[config.mk]
export PLATFORM = sky130hd
export DESIGN_NAME = pc_fetch_unit
export DESIGN_NICKNAME = d
export VERILOG_FILES = /design/src/rtl/pc_fetch_unit.sv
export SDC_FILE = /design/constraint.sdc
export NUM_CORES = 1
export LEC_CHECK = 0
export ABC_AREA = 1
export CORE_MARGIN = 1
export CORE_UTILIZATION = 30
export CTS_BUF_LIST = sky130_fd_sc_hd__clkbuf_16
export DETAILED_ROUTE_END_ITERATION = 10
export GPL_TIMING_DRIVEN = 0
export PLACE_DENSITY = 0.56
export SETUP_SLACK_MARGIN = 0.3
export SKIP_LAST_GASP = 1
export SYNTH_ARGS = -nofsm -noshare
export SYNTH_HDL_FRONTEND = slang
export SYNTH_SLANG_ARGS = --single-unit
export TNS_END_PERCENT = 20
[constraint.sdc]
create_clock -name clk -period 1.7 [get_ports clk]
set_input_delay 0.51 -clock clk [delete_from_list [all_inputs] [get_ports clk]]
set_output_delay 0.51 -clock clk [all_outputs]
set_load 0.02 [all_outputs]
[src/rtl/pc_fetch_unit.sv]
// Program-counter fetch stage: offers pc downstream with a valid/ready handshake,
// supports redirect (load) and halt, and counts accepted fetches with saturation.
module pc_fetch_unit #(
  parameter logic [15:0] RESET_VEC = 16'h0000
) (
  input  logic        clk,
  input  logic        reset,
  input  logic        load,
  input  logic [15:0] din,
  input  logic        halt,
  input  logic        ready,
  output logic [15:0] pc,
  output logic        valid,
  output logic [15:0] pc_inc,
  output logic        wrap,
  output logic [15:0] fetch_cnt
);

  typedef enum logic [1:0] {
    BOOT = 2'b00,
    RUN  = 2'b01,
    HALT = 2'b10
  } state_t;

  state_t      state_q, state_d;
  logic [15:0] pc_q, pc_d;
  logic [15:0] cnt_q, cnt_d;
  logic        wrap_q, wrap_d;
  logic        transfer;

  assign pc        = pc_q;
  assign pc_inc    = pc_q + 16'd1;
  assign valid     = (state_q == RUN);
  assign wrap      = wrap_q;
  assign fetch_cnt = cnt_q;
  assign transfer  = valid & ready;

  always_ff @(posedge clk or posedge reset) begin
    if (reset) begin
      state_q <= BOOT;
      pc_q    <= RESET_VEC;
      cnt_q   <= 16'h0000;
      wrap_q  <= 1'b0;
    end else begin
      state_q <= state_d;
      pc_q    <= pc_d;
      cnt_q   <= cnt_d;
      wrap_q  <= wrap_d;
    end
  end

  always_comb begin
    state_d = state_q;
    pc_d    = pc_q;
    wrap_d  = 1'b0;
    // Any accepted transfer counts, including load and halt cycles.
    cnt_d   = (transfer && (cnt_q != 16'hFFFF)) ? cnt_q + 16'd1 : cnt_q;
    unique case (state_q)
      BOOT: state_d = RUN;
      RUN: begin
        if (load) begin
          pc_d = din;
        end else if (halt) begin
          state_d = HALT;
        end else if (transfer) begin
          pc_d   = pc_inc;
          wrap_d = (pc_q == 16'hFFFF);
        end
      end
      HALT: begin
        if (load) begin
          pc_d    = din;
          state_d = RUN;
        end
      end
      default: state_d = BOOT;
    endcase
  end

endmodule

==> results by group <==
Layout
  – # diodes: 0
  – Final core occ: 54.6%
  – Layout cells sized above 1: 30.9%
  – Layout Nets: 491
  – Area delta synth->final: 72.2%
  – Layout Cells excl Fill: 565

Logic synthesis
  – Synth Register Bits: 35
  – Sequential area share after synthesis: 37.5%
  – Post-synth EDFFs: 0
  – Post-synth top cells: nand2_1 (143), nor2_1 (56), dfrtp_1 (35)
  – Top post-synthesis cells by area: dfrtp_1 (38%), nand2_1 (23%), nor2_1 (9.0%)
  – Syn Nets: 379
  – Syn. warnings: 0
  – Cells after synthesis: about 350
  – Dominant synthesized flop cell: dfrtp_1
  – Syn avg cell area: between 6 and 7 µm²
  – Post-synth top area share: 37.5%
  – Leading area contributor after synthesis: dfrtp_1
  – Top-count cell post-synth: nand2_1
  – Asr flop ratio synth: 100%
  – Area of the mapped netlist: 0.00233 mm²
  – Yosys cell types: 23

Timing
  – Clk_skew: about 0.008 ns
  – Peak Freq: between 0.4 and 0.5 GHz
  – RSZ-0062 raised after global routing: true
  – Slew @ Worst Pin: 0.776 ns
  – Final min period: 2.08 ns
  – Worst setup margin: -0.380 ns
  – Final Hold Fails: 0
  – Worst slew margin: 48.2%
  – Fin. max-slew vios: 0
  – Fin crit share: 122%
  – Setup TNS: -8.98 ns
  – Final setup vio count: 52

Critical path
  – CP Cell Sequence: ha_4, nand3_4, nor2_4, nand4_1, nand2_2, buf_6
  – Crit-path max FO: 4
  – Crit path DAT: 1.57 ns
  – CP Data Required Time: 1.19 ns
  – Slowest Stage Delay on Critical Path: between 0.4 and 0.5 ns
  – Slowest CP cell: dfrtp_2
  – Setup crit end kind: output pin
  – Critical path class: reg -> out
  – Setup crit start kind: register

Clocking
  – TritonCTS clock tree: built
  – Maximum buffer depth of the clock tree: 2
  – Worst skew pair latency: 0.28 ns
  – Hold-fix buffers, CTS: 0
  – Clock-pin transition on the worst setup and hold timing paths: 0.06 ns
  – Clk sink count: 35
  – TritonCTS Buffers: 5
  – H-tree Lvls: 2
  – Root buffer cell: clkbuf_16

Place
  – Post-DP HPWL: 4.91 mm
  – Placed insts: about 520
  – IO Port Bufs: 70
  – Pre-CTS setup slack: -0.661 ns
  – Placer Congestion: roughly 0.8

Route
  – Initial DRC Count: 136
  – Via Count: 2613
  – Routed Antenna Nets: 0
  – Drt drc: 0
  – Pre-Repair DR Iteration Count: 5
  – Vias per cell: about 4.6
  – Total wire length after detailed routing: approximately 7.6 mm
  – Routed length per instance: 13.4 µm

Pwr
  – Leakage power: 1.90 nW
  – Total Power: 7.71 mW
  – Power Density: between 1500 and 2000 mW/mm²
  – Peak supply drop: a little over 0.001 V

Floorplan
  – Core area: 0.00737 mm²
  – Die height: about 90 µm
  – Site Rows: 31
  – Die ar.: 0.00814 mm²
  – Boundary pin count: 71
  – Initial Utilization: 31.7%
  – Die span in x: 90.2 µm

Global routing
  – Largest net degree at the start of global routing: 36
  – Total grt overflow: 0
  – Total track usage: between 10% and 20%
  – Global-route wire length before repair: 11.8 mm
  – Vias in the first global route: 2404
  – Initial antenna violation count: 0

Status
  – Failing checks: setup timing
  – Status: finished, violations left

Run
  – Max-cap violation count: 0

Hold path
  – Path category of the worst min-delay check: reg -> reg
[sequential cells by signal, summed over array words and instances, names as in the netlist]
register   flops
state_q        2
fetch_cnt     16
wrap           1
pc            16
[per-stage QoR]
stage	cell area, µm²	hold slack (ns)
CTS	3670	0.554
finish	4020	0.556
detailed placement	3270	0.546
floorplan	2440	0.564
global placement	3270	0.539
global route	4020	0.592
[cell families (layout without fill, tap and decap cells)]
kind of cell    after synthesis  count (layout)  share of synthesized area [%]
fa+ha+maj                     5               5                           2.68
xor+xnor                     17              17                           6.38
flops                        35              35                           37.5
compound gates               21              21                           4.72
simple gates                234             234                           41.3
buf+inv                      41             154                           7.45
[cell type report]
cell class | instances | area (µm²)
repair buffers | 105 | 1050
clock buffers | 5 | 125
plain buffers | 6 | 73.8
flip-flops and latches | 35 | 891
multi-input cells | 277 | 1580
fillers | 695 | 3350
well taps | 99 | 124
inverters | 35 | 136
clock inverters | 3 | 38.8
[metal layers]
| metal | up-vias | global-route usage, % | wire (µm) |
|---|---|---|---|
| li1 | 1321 | - | - |
| met1 | 1237 | 25.4 | 3660 |
| met2 | 48 | 28.8 | 3540 |
| met3 | 7 | 2.71 | 310 |
| met4 | 0 | 5.65 | 89 |
| met5 | - | 0 | 0 |
[final timing paths]
check                                    startpoint                         to  slack [ns]  cells past startpoint
setup / recovery                  pc[1]$_DFFE_PP0P_                 pc_inc[14]       -0.38                      6
hold / removal             fetch_cnt[1]$_DFFE_PP0P_   fetch_cnt[1]$_DFFE_PP0P_        0.56                      2
setup reg to reg           fetch_cnt[0]$_DFFE_PP0P_  fetch_cnt[11]$_DFFE_PP0P_       -0.04                      9
hold reg to reg            fetch_cnt[1]$_DFFE_PP0P_   fetch_cnt[1]$_DFFE_PP0P_        0.56                      2
max in group asynchronous                     reset          pc[4]$_DFFE_PP0P_        0.45                      2
min in group asynchronous                     reset  fetch_cnt[11]$_DFFE_PP0P_        0.71                      2
[layout by cell type, fill, tap and decap left out, types with 7 or more instances in the layout]
cell             Yosys  routed
nand2_2              0      14
nor2_1              56      44
buf_6                2      20
nand3_2              2       7
nand3_1             23      15
nor2_4               0       8
dfrtp_2              0      12
o21ai_0             17      15
clkdlybuf4s50_1      0      45
clkbuf_16            0       8
xnor2_1              9       8
nand2_1            143     126
inv_1               33      24
buf_4                0      32
dfrtp_1             35      23
inv_2                0       8
[where the power goes]
group / switching [mW] / internal [mW]
logic: 2.63 / 2.51
clock network: 0.356 / 0.684
registers: 0.377 / 1.15
[repair_timing]
| item | 4_1_cts | 5_1_grt |
|---|---|---|
| setup endpoints to repair | 83 | 120 |
| pin swaps | 13 | 24 |
| buffers inserted | 20 | 12 |
| gates cloned | 0 | 3 |
| resized for setup | 114 | 77 |
[worst max-delay path, delay by kind of cell, from the launching register on]
kind | cells | cell delay (ns)
AND/OR/NAND/NOR | 4 | 0.59
flip-flops | 1 | 0.41
buffers and inverters | 1 | 0.12
adder cells (fa/ha/maj) | 1 | 0.17
Power figures use the tool's default switching activity.
==> RTL change: new RTL, config.mk and constraints unchanged <==
Re-encode `state_t` (3 states) as one-hot, 3 bits wide.
--- a/src/rtl/pc_fetch_unit.sv
+++ b/src/rtl/pc_fetch_unit.sv
@@ -17,8 +17,8 @@
 );
 
-  typedef enum logic [1:0] {
-    BOOT = 2'b00,
-    RUN  = 2'b01,
-    HALT = 2'b10
+  typedef enum logic [2:0] {
+    BOOT = 3'b001,
+    RUN  = 3'b010,
+    HALT = 3'b100
   } state_t;
 
Function: same outputs for any inputs over 10 cycles, from zero or initial values and one cycle with reset high; not proved beyond that.
==> RTL change against the unedited design <==
  * The flow still finishes with violations (setup timing)
  * Sequential cell count grew 1
  * Clock skew is 0.0011 ns lower
  * Cell area is 7.3% higher
  * Synthesized area increased by 1.7%
  * Power shrank 11%
  * Maximum frequency up 1.0%
  * Wire length up 6.2%
  * Clock power rose by 31%
  * Sequential power increased by 5%
  * Worst setup slack gained 0.022 ns
  * Critical path type unchanged
  * Largest cell class unchanged
  * Largest power group unchanged
  * Highest routed layer unchanged
==> RTL change: results (changes against the unedited design) <==
GRT:
- The met3 global-route usage is 0.0461 (+0.0190).
- The combined global-route utilization of all metal layers was 0.186 (+0.00463).
- The met1 routing resource usage after global routing is 0.211 (-0.0431).
- The number of global-route vias before repair is 2768 (+15%).

Timing:
- The setup slack after layout is -0.358 ns (+0.0215 ns).
- The worst hold-check slack came to 0.533 ns (-0.0229 ns).
- The clock tree skew after final layout came to 0.00705 ns (-0.00108 ns).
- The final setup violation count is 47 (-9.6%).
- The transition at the pin with the smallest max-transition slack is 0.786 ns (+0.00939 ns).

Pwr:
- The design internal power is 4.15 mW (-4.3%).
- The power of the clock network is 1.36 mW (+31%).
- The power in combinational cells came to 3.92 mW (-24%).

Synthesis:
- The sequential cell area fraction in the yosys report is 0.380 (+0.00494).
- The synthesized area per cell is 6.57 um^2 (-0.59%).
- The number of different library cells in the post-synthesis netlist is 31 (+35%).
- The compound-gate portion of the synthesized area is 0.0416 (-0.00551).
- After synthesis, the most frequently instantiated cells are nand2_1 (144), nor2_1 (52), inv_1 (39), dfrtp_1 (35), nand3_1 (27).

Detailed routing:
- The amount of wire on met3 after detailed routing is 425 um (+37%).
- The routed wirelength normalized by instance count is 13.4 um (-0.18%).
- The via density per instance is 4.65 (+0.59%).
- The detailed-route wire length on metal 1 is 3.39 mm (-7.3%).

Status:
- The checks that failed: setup timing.
- The flow ran to the end, but the final reports show violations.

Place:
- The post-placement cell count came to 533 (+2.1%).

Cells and area:
- The final cell count without fillers is 601 (+6.4%).

Worst setup path:
- The peak fanout along the critical path is 5 (+1).
RTL change: changes by cell type in the layout (fill, tap and decap cells not counted), moves of 5 or more:
cell     delta
nand2_1     -8
buf_4      +12
o21ai_0     -7
dfrtp_2     +5
buf_6      +13
dfrtp_1     -5
nand2_2     +8
RTL change: how the worst max path moves through the flow:
| stage | cells past startpoint | from | end | slack (ns) |
|---|---|---|---|---|
| after floorplan | 6 | pc[0] | pc_inc[12] | 0.09 |
| after global placement | 2 | reset | pc[7] | -0.67 |
| after detailed placement | 5 | pc[2] | pc_inc[15] | -0.50 |
| after CTS | 7 | pc[13] | pc_inc[15] | -0.36 |
| after global routing | 7 | pc[8] | pc_inc[15] | -0.45 |
| final | 7 | pc[8] | pc_inc[15] | -0.36 |
RTL change: cell families (layout without fill, tap and decap cells):
logic type,Yosys count,after routing
buffers and inverters,48,186
AND/OR/NAND/NOR,243,243
adder cells (fa/ha/maj),2,2
AO/OA/AOI/OAI,17,17
flip-flops,36,36
XOR/XNOR,15,15
RTL change: per-stage QoR:
stage	setup slack (ns)	total power, mW	setup TNS [ns]	util
floorplan	0.0926	3.12	0	-
detailed placement	-0.496	4.34	-14.02	0.428
finish	-0.358	6.88	-9.47	0.561
CTS	-0.357	6.31	-11.79	0.511
global placement	-0.668	4.33	-34.77	0.428
global route	-0.454	7.25	-12.71	0.561
RTL change: final cells by class:
cell class	count	share of cell area
Buffer	7	0.0168
Sequential cell	36	0.214
Timing Repair Buffer	130	0.287
Clock buffer	5	0.0290
Tap cell	102	0.0296
Multi-Input combinational cell	277	0.363
Inverter	41	0.0392
Clock inverter	3	0.0209
RTL change: repair_timing:
action / in CTS / in global routing
setup endpoints to repair: 84 / 99
cloned: 0 / 2
pin swaps: 13 / 24
setup buffers: 41 / 17
resized for setup: 107 / 93
